$ cat config.mk
export PLATFORM = sky130hd
export DESIGN_NAME = instruction_fetch
export DESIGN_NICKNAME = d
export VERILOG_FILES = /design/src/rtl/instruction_fetch_pkg.sv /design/src/rtl/instruction_fetch.sv
export SDC_FILE = /design/constraint.sdc
export NUM_CORES = 1
export LEC_CHECK = 0
export CAP_MARGIN = 30
export CELL_PAD_IN_SITES_DETAIL_PLACEMENT = 1
export CELL_PAD_IN_SITES_GLOBAL_PLACEMENT = 1
export CORE_ASPECT_RATIO = 1.25
export CORE_MARGIN = 4
export CORE_UTILIZATION = 29
export CTS_BUF_LIST = sky130_fd_sc_hd__clkbuf_4 sky130_fd_sc_hd__clkbuf_8
export DETAILED_ROUTE_END_ITERATION = 16
export PLACE_DENSITY = 0.79
export SYNTH_ARGS = -nofsm -noshare
export SYNTH_HDL_FRONTEND = slang
export SYNTH_SLANG_ARGS = --single-unit
$ cat constraint.sdc
create_clock -name clk -period 2.4 [get_ports clk]
set_input_delay 0.72 -clock clk [delete_from_list [all_inputs] [get_ports clk]]
set_output_delay 0.72 -clock clk [all_outputs]
set_load 0.05 [all_outputs]
$ cat src/rtl/instruction_fetch_pkg.sv
// Shared fetch-stage constants: state encodings and default vector/opcode values.
// The decode unit imports TWO_BYTE_OPC_DEF from here too.
package instruction_fetch_pkg;

    localparam logic [1:0] VEC    = 2'd0;
    localparam logic [1:0] RUN    = 2'd1;
    localparam logic [1:0] SECOND = 2'd2;
    localparam logic [1:0] INT    = 2'd3;

    localparam logic [7:0] RST_VEC_DEF      = 8'h00;
    localparam logic [7:0] INT_VEC_DEF      = 8'h01;
    localparam logic [3:0] TWO_BYTE_OPC_DEF = 4'hC;

endpackage

$ cat src/rtl/instruction_fetch.sv
// Fetch front end: PC stepping, vector loads, redirects, stalls and
// two-byte instruction tagging for the instruction register.
module instruction_fetch
    import instruction_fetch_pkg::*;
#(
    parameter int              ADDR_W       = 8,
    parameter int              DATA_W       = 8,
    parameter logic [ADDR_W-1:0] RST_VEC    = RST_VEC_DEF,
    parameter logic [ADDR_W-1:0] INT_VEC    = INT_VEC_DEF,
    parameter logic [3:0]      TWO_BYTE_OPC = TWO_BYTE_OPC_DEF
) (
    input  logic              clk,
    input  logic              rst,
    input  logic              stall,
    input  logic              branch_taken,
    input  logic [ADDR_W-1:0] branch_target,
    input  logic              irq,
    input  logic [DATA_W-1:0] imem_data,
    output logic [ADDR_W-1:0] imem_addr,
    output logic [DATA_W-1:0] ir_new,
    output logic              sf1_out,
    output logic              ir_flush,
    output logic              int_ack,
    output logic [ADDR_W-1:0] ret_pc
);

    logic [ADDR_W-1:0] pc, pc_n, ret_n;
    logic [1:0]        state, state_n;
    logic              two_byte;

    assign two_byte = imem_data[DATA_W-1 -: 4] == TWO_BYTE_OPC;

    always_comb begin
        imem_addr = pc;
        ir_new    = imem_data;
        sf1_out   = 1'b0;
        ir_flush  = 1'b0;
        int_ack   = 1'b0;
        pc_n      = pc;
        state_n   = state;
        ret_n     = ret_pc;
        unique case (state)
            VEC: begin
                imem_addr = RST_VEC;
                ir_new    = '0;
                pc_n      = ADDR_W'(imem_data);
                state_n   = RUN;
            end
            INT: begin
                imem_addr = INT_VEC;
                ir_new    = '0;
                int_ack   = 1'b1;
                pc_n      = ADDR_W'(imem_data);
                state_n   = RUN;
            end
            default: begin
                sf1_out = state == SECOND;
                if (branch_taken) begin
                    pc_n     = branch_target;
                    state_n  = RUN;
                    ir_flush = 1'b1;
                    ir_new   = '0;
                end else if (stall) begin
                    // hold: the IR reloads the same byte
                    pc_n    = pc;
                end else if (irq && state == RUN) begin
                    ret_n   = pc;
                    ir_new  = '0;
                    state_n = INT;
                end else begin
                    pc_n    = pc + ADDR_W'(1);
                    state_n = (state == RUN && two_byte) ? SECOND : RUN;
                end
            end
        endcase
    end

    always_ff @(posedge clk or posedge rst) begin
        if (rst) begin
            pc     <= '0;
            state  <= VEC;
            ret_pc <= '0;
        end else begin
            pc     <= pc_n;
            state  <= state_n;
            ret_pc <= ret_n;
        end
    end

endmodule

=== Word-level counts from Yosys, hierarchy flattened ===
Cells that the tools add are included.

* Register bits after elaboration: 18
* Input bits: 21
* Output and inout bits: 27
* Word-level logic and storage cells: 37

* Add/subtract/negate cells: 1
* Equality and inequality tests: 6
* Multiplexer cells: 18
* Bitwise operators: 3
* Reductions and logical operators: 6

{| class="wikitable"
|+ Operators with widths
! kind !! count
|-
| $mux 8 || 8
|-
| $pmux 8 s2 || 1
|-
| $mux 2 || 5
|-
| $add 8x1->8 const B || 1
|-
| $eq 2x2->1 const B || 2
|-
| $eq 4x4->1 const B || 1
|-
| $mux 1 || 4
|-
| $reduce_and 4->1 || 1
|-
| $ne 3x2->1 const B || 1
|-
| $ne 3x3->1 const B || 1
|-
| $not 1->1 || 3
|-
| $eq 2x1->1 const B || 1
|-
| $logic_and 1x1->1 || 2
|-
| $logic_not 2->1 || 1
|-
| $reduce_and 2->1 || 1
|-
| $reduce_or 2->1 || 1
|}

=== Logic depth before layout (Yosys ltp) ===
Gate-level depths: netlist (run 1).

* Word-level depth: 7
* Gate-level depth with buffers: 8
* Gate-level depth less buffers: 6

=== Worst setup path before layout (run 1) ===
OpenSTA, ideal clock, no wires.

* Kind: register to output
* From: register state[0]
* To: output port ir_new[0]
* Data arrival time: 2333 ps
* Required time: 1680 ps
* Path slack: -653 ps
* Cell stages (with the launch flop): 7
* Path buffers: 2
* Cells stage by stage: dfrtp_1 -> inv_1 -> ha_1 -> buf_6 -> or2_4 -> buf_2 -> nor3_1

* Longest elaborated chain between the ends: 6
* Elaborated cells on any way between the ends: 9

{| class="wikitable"
|+ Ends and longest elaborated chain
! item !! RTL line !! RTL
|-
| start: declaration || instruction_fetch.sv:28 || <nowiki>logic [1:0] state, state_n;</nowiki>
|-
| start signal: assignment || instruction_fetch.sv:85 || <nowiki>state <= state_n;</nowiki>
|-
| $eq 2x1->1 || instruction_fetch.sv:66 || <nowiki>end else if (irq && state == RUN) begin</nowiki>
|-
| $logic_and 1x1->1 || instruction_fetch.sv:66 ||
|-
| $mux 8 || instruction_fetch.sv:66 ||
|-
| $mux 8 || instruction_fetch.sv:63 || <nowiki>end else if (stall) begin</nowiki>
|-
| $mux 8 || instruction_fetch.sv:58 || <nowiki>if (branch_taken) begin</nowiki>
|-
| $mux 8 * || instruction_fetch.sv:42 || <nowiki>unique case (state)</nowiki>
|-
| end: declaration || instruction_fetch.sv:20 || <nowiki>output logic [DATA_W-1:0] ir_new,</nowiki>
|}

Every way passes the cells marked *; elsewhere a longest branch is shown, timed or not.

=== Worst setup path after layout (run 1) ===
* From: register state[0]
* To: output port ir_new[6]

The elaborated chain is that of the path after synthesis.

==> results of run 1 <==
[worst max-delay path, stage by stage (launching register included)]
cell and delay (ns):
dfrtp_1 0.42, inv_2 0.10, ha_4 0.21, or2_4 0.25, nor2_4 0.16, and2_4 0.17
buf_12 0.13
[power by group]
part	leakage (nW)	internal (mW)	switching, mW
logic	0.645	0.370	0.490
clock network	0.0288	0.146	0.101
registers	0.222	0.377	0.0640
total	0.895	0.892	0.654
[registers in the layout, indices dropped and copies added (netlist names)]
signal	flops
pc	8
ret_pc	8
state	2
[layout make-up]
type / instances / area share (%)
Multi-Input combinational cell: 83 / 33.7
Tap cell: 39 / 2.43
Timing Repair Buffer: 63 / 37.2
Sequential cell: 18 / 22.5
Inverter: 8 / 1.49
Clock buffer: 4 / 2.74
[worst paths after layout]
check / end / from
worst max-delay path: ir_new[6] / state[0]$_DFFE_PP0P_
worst min-delay path: ret_pc[5]$_DFFE_PP0P_ / ret_pc[5]$_DFFE_PP0P_
worst max register to register: ret_pc[2]$_DFFE_PP0P_ / state[0]$_DFFE_PP0P_
worst min register to register: ret_pc[5]$_DFFE_PP0P_ / ret_pc[5]$_DFFE_PP0P_
max in group asynchronous: state[1]$_DFFE_PP0P_ / rst
min in group asynchronous: ret_pc[4]$_DFFE_PP0P_ / rst
[per-layer routing]
metal	GRT usage (%)	wire, um
met1	18.7	1590
met2	32.9	2310
met3	2.78	192
met4	7.99	102
met5	0	0
[synth_stat cells, drive strengths merged, types with 3 or more instances]
master	count	share of area [%]
nand2	11	3.7
nor3	3	2.4
nor2	6	2.0
inv	8	2.7
ha	4	4.5
nor2b	6	3.4
and2	6	3.4
dfrtp	18	40
mux2	9	9.1
a21oi	3	1.3
a2bb2oi	5	3.9
buf	4	2.4
o22a	3	2.4
a31oi	4	2.2
[layout by cell type (no fill, tap or decap), types with 3 or more instances in the layout]
cell type and instances:
nor3_4 3, buf_4 17, inv_1 7, buf_12 16, nand2_1 10, nor2_1 4
dfrtp_1 17, and2_4 6, clkdlybuf4s50_1 25, o22a_1 3, mux2_2 9, nor2b_1 6
a31oi_1 4, clkbuf_8 4, a21oi_1 3, a2bb2oi_1 5
[kinds of logic (layout without fill, tap and decap cells)]
| logic type | after synthesis | count (layout) | synth area share [%] |
|---|---|---|---|
| and+or+nand+nor | 41 | 41 | 20.4 |
| AOI/OAI and AO/OA | 27 | 27 | 18.4 |
| DFF | 18 | 18 | 40.5 |
| buffers and inverters | 13 | 75 | 5.40 |
| muxes | 10 | 10 | 10.0 |
| adders and majority gates | 4 | 4 | 4.50 |
| xor gates and xnor gates | 1 | 1 | 0.788 |
[through the flow]
| stage | hold WS [ns] | cell area [um2] |
|---|---|---|
| after detailed placement | 0.496 | 1890 |
| after global routing | 0.525 | 2010 |
| after global placement | 0.492 | 1890 |
| after floorplan | 0.517 | 1170 |
| final | 0.507 | 2010 |
| after CTS | 0.513 | 1980 |
[timing repair]
action / 4_1_cts / 5_1_grt
hold buffers: 0 / 0
resized for setup: 8 / 6
endpoints found under the setup margin: 9 / 9
cloned: 0 / 0
setup buffers: 4 / 1
pin swaps: 11 / 5
==> out/metrics.csv, run 1 <==
metric,value,unit
DR vias/cell,5.44,
row count,24,
Design Power,1.55,mW
Mapped Nets,139,
final design utilization,55.8,%
Clock transition at path regs,0.07,ns
worst skew pair latency,0.25,ns
Port Buf Inserts,47,
Synth warnings,0,
crit-path max FO,6,
DP HPWL,3220,um
Die X,63.4,um
status,"complete, but fails checks",
residual DRC count,0,
synth unique cells,34,
vias in the first global route,1300,
clock sinks,18,
# fillers,394,
FF-to-FF path depth,8,
Clock Tree Buf Depth,2,
fmax,413,MHz
grt ovf,0,
Final min period,2.42,ns
post-DR wirelength/cell,19.5,um
fin crit share,101,%
flop2flop setup slack,0.27,ns
Leak,0.895,nW
final hold violation count,0,
Synth Cell Area,1110,um2
Initial DRC Count,82,
Worst EP required,1.68,ns
ANT nets after route,0,
first-pass GRT wire length,6750,um
ys async rst share,100,%
Slew @ Worst Pin,0.714,ns
failing checks,setup timing,
Setup Skew,0.00719,ns
Die Y,77.2,um
dpl ws,-0.314,ns
"Primary FF master, synth",dfrtp_1,
final wirelength,4200,um
Via Count,1170,
max cap viols,0,
"EDFF count, synth",0,
Final setup viols,7,
CP Data Arrival Time,1.70,ns
Initial Util,30.9,%
core area,3600,um2
CTS tree,built,
diode count,0,
Post-Layout Cell Count,215,
Slew HR,52.3,%
htree depth,1,
Storage cell area,452,um2
worst setup path class,reg -> out,
CTS root buf,clkbuf_8,
pins over their slew limit,0,
P per Cell Area,769,nW/um2
area occupied by multi-input gates,677,um2
sequential share of the synthesized area,40.5,%
CP Capture Type,output port,
pin count of the biggest net entering global routing,19,
initial antenna violation count,0,
cell count after synthesis,114,
Layout area overhead,80.8,%
RSZ-0062 raised after global routing,yes,
GR Util All Layers,17.5,%
Hold Path Cell Cnt,1,
setup_tns,-0.146,ns
"Avg Cell Area, Syn",9.76,um2
layout cell share with drive strength beyond 1,36.9,%
final worst setup slack,-0.0234,ns
HP Class,reg -> reg,
number of I/O pins,48,
count of nets after finishing,202,
die area,4900,um2
Setup crit start kind,flop,
global placement routability congestion,0.808,
CTS Buf Count,3,
VDD IR max,0.417,mV
First-pass DRT Iterations,4,
post-synthesis register bit count,18,
placed cell count,206,
No activity file was read; power rests on OpenSTA's default activity.
==> run 2: changes to the inputs <==
--- a/config.mk
+++ b/config.mk
@@ -8,12 +8,12 @@
 export CAP_MARGIN = 30
 export CELL_PAD_IN_SITES_DETAIL_PLACEMENT = 1
 export CELL_PAD_IN_SITES_GLOBAL_PLACEMENT = 1
-export CORE_ASPECT_RATIO = 1.25
+export CORE_ASPECT_RATIO = 1.4
 export CORE_MARGIN = 4
-export CORE_UTILIZATION = 29
+export CORE_UTILIZATION = 32
 export CTS_BUF_LIST = sky130_fd_sc_hd__clkbuf_4 sky130_fd_sc_hd__clkbuf_8
 export DETAILED_ROUTE_END_ITERATION = 16
-export PLACE_DENSITY = 0.79
+export PLACE_DENSITY = 0.82
 export SYNTH_ARGS = -nofsm -noshare
 export SYNTH_HDL_FRONTEND = slang
 export SYNTH_SLANG_ARGS = --single-unit
==> constraint.sdc (replaced) <==
create_clock -name clk -period 2.6 [get_ports clk]
set_input_delay 0.78 -clock clk [delete_from_list [all_inputs] [get_ports clk]]
set_output_delay 0.78 -clock clk [all_outputs]
set_load 0.05 [all_outputs]
==> run 2 against run 1 <==
  * The flow now finishes without violations
  * Clock skew is 0.0049 ns lower
  * Clock power is 8% lower
  * First-iteration DRC count is 45% lower
  * Critical path type is now in -> out
  * Largest cell class unchanged
  * Largest power group unchanged
==> out/metrics.csv, run 2 (synthesis gave the netlist of run 1 again) <==
metric,value,unit,change
Via Count,1124,,-3.9%
pins over their slew limit,0,,unchanged
worst skew pair latency,0.25,ns,about the same
crit-path max FO,6,,unchanged
layout cell share with drive strength beyond 1,34.1,%,-2.8 points
final wirelength,4040,um,-3.7%
dpl ws,-0.298,ns,+0.0160 ns
switching fraction of total power,42.1,%,-0.22 points
clock power share,16.2,%,+0.3 points
Die Y,77.8,um,+0.67%
most frequent cells in the layout,"26 x clkdlybuf4s50_1, 18 x dfrtp_1, 16 x buf_12",,
GR Util All Layers,18.7,%,+1.2 points
Internal,817,uW,-8.5%
Layout area overhead,78.6,%,
fmax,392,MHz,
"most common cell after layout, fill and taps aside",clkdlybuf4s50_1,,
VDD IR max,0.506,mV,+21%
initial antenna violation count,0,,unchanged
worst r2r src,state[0]$_DFFE_PP0P_,,
DR vias/cell,5.28,,-3.0%
post-DR wirelength/cell,19.0,um,-2.8%
global placement routability congestion,0.817,,+1.1%
DP HPWL,3050,um,-5.1%
Initial DRC Count,45,,-45%
CTS Buf Count,3,,unchanged
hold_sp,ret_pc[2]$_DFFE_PP0P_,,
Critical Path Start,branch_taken,,
Port Buf Inserts,47,,unchanged
Final min period,2.55,ns,
Final setup viols,0,,-7
Combinational Power Share,55.1,%,-0.4 points
dpl cell area,1850,um2,-1.9%
Design Power,1.41,mW,-8.8%
diode count,0,,unchanged
worst setup path class,in -> out,,
residual DRC count,0,,unchanged
core area,3380,um2,-6.3%
Die X,57.8,um,-8.8%
fin crit share,98.1,%,
First-pass DRT Iterations,4,,unchanged
Slew HR,53.3,%,+0.92 points
final worst setup slack,0.0482,ns,+0.0716 ns
CP Data Arrival Time,1.77,ns,+0.07 ns
status,completed,,
Setup crit start kind,input port,,
count of nets after finishing,199,,-1.5%
htree depth,1,,unchanged
pin count of the biggest net entering global routing,20,,+1
number of I/O pins,48,,unchanged
grt ovf,0,,unchanged
CTS root buf,clkbuf_8,,
Seq pwr share,28.8,%,+0.3 points
Worst EP required,1.82,ns,+0.14 ns
Slew @ Worst Pin,0.700,ns,-0.0138 ns
CP Capture Type,output port,,
cell area after layout,1990,um2,-1.2%
P per Cell Area,710,nW/um2,-7.8%
clock sinks,18,,unchanged
Setup Skew,0.00230,ns,-0.00489 ns
first-pass GRT wire length,6490,um,-3.9%
CTS tree,built,,
Initial Util,32.9,%,+2.1 points
vias in the first global route,1258,,-3.2%
Psw,593,uW,-9.3%
die area,4500,um2,-8.2%
Leak,0.890,nW,-0.53%
HP Class,reg -> reg,,
Clock transition at path regs,0.07,ns,about the same
final hold violation count,0,,unchanged
max cap viols,0,,unchanged
Top Registers,"pc x8, ret_pc x8, state x2",,
row count,25,,+4.2%
ANT nets after route,0,,unchanged
Clock Tree Buf Depth,2,,unchanged
-- run 2: metal layers --
layer | wire length [um] | share of wire [%] | vias to the layer above | global-route usage (%)
li1 | - | - | 533 | -
met5 | 0 | 0 | - | 0
met3 | 164 | 4.1 | 4 | 3.00
met1 | 1630 | 40 | 556 | 23.0
met2 | 2200 | 54 | 31 | 32.5
met4 | 48 | 1.2 | 0 | 6.26
-- run 2: cell type report --
| class | count | area [um2] |
|---|---|---|
| Sequential cell | 18 | 450 |
| Fill cell | 365 | 1390 |
| Clock buffer | 4 | 55.1 |
| Tap cell | 40 | 50.0 |
| Inverter | 8 | 30.0 |
| Timing Repair Buffer | 60 | 729 |
| Multi-Input combinational cell | 83 | 672 |
-- run 2: repair_timing --
item | in CTS | in global routing
setup endpoints to repair | 9 | 7
hold buffers | 0 | 0
pin swaps | 3 | 5
buffers inserted | 1 | 2
resized for setup | 17 | 5
-- run 2: through the flow --
step | setup TNS [ns] | hold WS, ns | std cells | util, %
floorplan | -0.180 | 0.517 | 114 | -
global placement | -1.55 | 0.492 | 206 | 54.9
detailed placement | -1.88 | 0.496 | 206 | 54.9
CTS | 0 | 0.516 | 211 | 57.8
global route | -0.00964 | 0.534 | 213 | 58.8
finish | 0 | 0.511 | 213 | 58.8
-- run 2: critical path, stage by stage --
cell and delay [ns]:
clkdlybuf4s15_1 0.18, or2_4 0.30, nor2_4 0.19, and2_4 0.19, buf_12 0.13
-- run 2: path summary, 6_finish.rpt --
kind / end / slack, ns / depth (start not counted)
setup / recovery: ir_new[5] / 0.05 / 5
hold / removal: ret_pc[2]$_DFFE_PP0P_ / 0.51 / 1
setup reg to reg: pc[4]$_DFFE_PP0P_ / 0.57 / 8
hold reg to reg: ret_pc[2]$_DFFE_PP0P_ / 0.51 / 1
max in group asynchronous: ret_pc[2]$_DFFE_PP0P_ / 1.22 / 2
min in group asynchronous: ret_pc[5]$_DFFE_PP0P_ / 0.94 / 2
-- run 2: power by group through the flow --
stage          Combinational (mW)  Sequential, mW  Clock, mW
2_1_floorplan               0.293           0.551          0
3_3_place_gp                0.749           0.405          0
3_5_place_dp                0.763           0.411          0
4_1_cts                     0.780           0.407      0.236
5_1_grt                     0.810           0.419      0.249
6_report                    0.777           0.406      0.228
==> run 3: changes to the inputs <==
--- a/config.mk
+++ b/config.mk
@@ -5,15 +5,15 @@
 export SDC_FILE = /design/constraint.sdc
 export NUM_CORES = 1
 export LEC_CHECK = 0
-export CAP_MARGIN = 30
+export CAP_MARGIN = 10
 export CELL_PAD_IN_SITES_DETAIL_PLACEMENT = 1
 export CELL_PAD_IN_SITES_GLOBAL_PLACEMENT = 1
 export CORE_ASPECT_RATIO = 1.4
 export CORE_MARGIN = 4
-export CORE_UTILIZATION = 32
+export CORE_UTILIZATION = 34
 export CTS_BUF_LIST = sky130_fd_sc_hd__clkbuf_4 sky130_fd_sc_hd__clkbuf_8
 export DETAILED_ROUTE_END_ITERATION = 16
-export PLACE_DENSITY = 0.82
+export PLACE_DENSITY = 0.87
 export SYNTH_ARGS = -nofsm -noshare
 export SYNTH_HDL_FRONTEND = slang
 export SYNTH_SLANG_ARGS = --single-unit
==> constraint.sdc (replaced) <==
create_clock -name clk -period 3 [get_ports clk]
set_input_delay 0.9 -clock clk [delete_from_list [all_inputs] [get_ports clk]]
set_output_delay 0.9 -clock clk [all_outputs]
set_load 0.05 [all_outputs]
==> run 3 against run 2 <==
  * Die area fell by 5.2%
  * Power fell by 16%
  * Utilization rose by 0.48 points
  * First-iteration DRC count fell by 47%
  * Final cell count fell by 0.94%
  * Via count rose by 3.6%
  * Wire length rose by 1.3%
  * Non-clock buffer count fell by 1
  * Count of clock-buffer cells in the layout did not move
  * Worst hold slack barely moved
  * Critical endpoint is now ir_new[0]
  * Largest cell class is now multi-input gates
  * Highest routed layer unchanged
==> out/metrics.csv, run 3 (synthesis gave the netlist of run 1 again) <==
metric,value,unit,change
Slew @ Worst Pin,0.741,ns,+0.0412 ns
CTS Buf Count,3,,unchanged
Top Registers,"pc x8, ret_pc x8, state x2",,
Die Y,75.7,um,-2.7%
HP Class,reg -> reg,,
Worst EP required,2.10,ns,+0.28 ns
grt ovf,0,,unchanged
pin count of the biggest net entering global routing,20,,unchanged
fin crit share,95.5,%,
Via Count,1164,,+3.6%
layout cell share with drive strength beyond 1,31.4,%,-2.7 points
setup_tns,0,ns,unchanged
Slew HR,50.5,%,-2.7 points
dpl cell area,1760,um2,-4.9%
fmax,349,MHz,
Initial Util,35.6,%,+2.7 points
Design Power,1.18,mW,-16%
final design utilization,59.3,%,+0.48 points
Critical-path top delay cell,dlygate4sd2_1,,
flop2flop setup slack,0.66,ns,+0.09 ns
row count,24,,-4.0%
final hold violation count,0,,unchanged
die area,4260,um2,-5.2%
first-pass GRT wire length,6520,um,+0.52%
most frequent CP cell,buf_4,,
residual DRC count,0,,unchanged
global placement routability congestion,0.793,,-3.0%
CTS root buf,clkbuf_8,,
VDD IR max,0.448,mV,-12%
initial antenna violation count,0,,unchanged
number of I/O pins,48,,unchanged
diode count,0,,unchanged
CP Capture Type,output port,,
count of nets after finishing,198,,-0.50%
P per Cell Area,639,nW/um2,-10%
crit-path max FO,3,,-3
DP HPWL,3000,um,-1.8%
"most common cell after layout, fill and taps aside",clkdlybuf4s50_1,,
DR vias/cell,5.52,,+4.5%
Die X,56.3,um,-2.6%
CTS tree,built,,
CP Data Arrival Time,1.96,ns,+0.19 ns
dpl ws,-0.112,ns,+0.187 ns
CP Cell Sequence,"dlygate4sd2_1, or2_4, buf_4, nor3_2, buf_4, buf_12",,
RSZ-0062 raised after global routing,no,,
cell area after layout,1850,um2,-6.8%
worst setup path class,in -> out,,
First-pass DRT Iterations,4,,unchanged
pins over their slew limit,0,,unchanged
final wirelength,4100,um,+1.3%
core area,3120,um2,-7.6%
most frequent cells in the layout,"27 x clkdlybuf4s50_1, 20 x buf_4, 18 x dfrtp_1",,
"Largest stage delay, worst path",0.25,ns,-0.05 ns
WP depth,6,,+1
FF-to-FF path depth,7,,-1
Leak,0.855,nW,-4.0%
vias in the first global route,1308,,+4.0%
Setup crit start kind,input port,,
post-DR wirelength/cell,19.4,um,+2.3%
# hold bufs at CTS,0,,unchanged
Final min period,2.86,ns,
Hold Path Cell Cnt,1,,unchanged
Layout area overhead,66.5,%,
htree depth,1,,unchanged
status,completed,,
Initial DRC Count,24,,-47%
Port Buf Inserts,47,,unchanged
family with the most delay on the worst path,buffers and inverters,,
ANT nets after route,0,,unchanged
Clock Tree Buf Depth,2,,unchanged
GR Util All Layers,20.2,%,+1.5 points
max cap viols,0,,unchanged
Final setup viols,0,,unchanged
WP buf/inv,4,,+2
Clock transition at path regs,0.07,ns,about the same
worst skew pair latency,0.26,ns,about the same
clock sinks,18,,unchanged
Setup Skew,0.00560,ns,+0.00330 ns
final worst setup slack,0.136,ns,+0.0881 ns
-- run 3: power breakdown --
part / internal (mW) / switching, mW / total (mW) / leakage [nW]
clock: 0.117 / 0.0875 / 0.204 / 0.0288
combinational: 0.247 / 0.376 / 0.623 / 0.603
sequential: 0.301 / 0.0548 / 0.356 / 0.223
-- run 3: worst paths after layout --
| path | start | to |
|---|---|---|
| max | branch_taken | ir_new[0] |
| min | ret_pc[5]$_DFFE_PP0P_ | ret_pc[5]$_DFFE_PP0P_ |
| max reg2reg | state[0]$_DFFE_PP0P_ | ret_pc[2]$_DFFE_PP0P_ |
| min reg2reg | ret_pc[5]$_DFFE_PP0P_ | ret_pc[5]$_DFFE_PP0P_ |
| max in group asynchronous | rst | pc[0]$_DFFE_PP0P_ |
| min in group asynchronous | rst | ret_pc[3]$_DFFE_PP0P_ |
-- run 3: worst register-to-register path: cells and delay by family (launching register included) --
| kind | cells | cell delay, ns |
|---|---|---|
| buffers and inverters | 3 | 0.40 |
| AND/OR/NAND/NOR | 2 | 0.73 |
| adder cells (fa/ha/maj) | 1 | 0.32 |
| multiplexers | 1 | 0.41 |
| flip-flops | 1 | 0.38 |
-- run 3: final cells by class --
class,count,area (um2)
Sequential cell,18,450
Clock buffer,4,55.1
Timing Repair Buffer,59,631
Inverter,8,30.0
Fill cell,363,1270
Tap cell,39,48.8
Multi-Input combinational cell,83,637
-- run 3: metal layers --
metal	wire length, um	global-route usage (%)
met5	0	0
met4	92	8.71
met3	179	3.56
met2	2350	41.1
met1	1480	19.9
-- run 3: timing repair --
action | in CTS | in global routing
pin swaps | 2 | 0
endpoints found under the setup margin | 8 | 1
gates resized for setup | 13 | 1
setup buffers | 0 | 0
-- run 3: stage by stage --
stage | hold slack [ns] | std cells
after global routing | 0.521 | 211
final | 0.512 | 211
after floorplan | 0.517 | 114
after global placement | 0.490 | 207
after detailed placement | 0.498 | 207
after CTS | 0.515 | 211
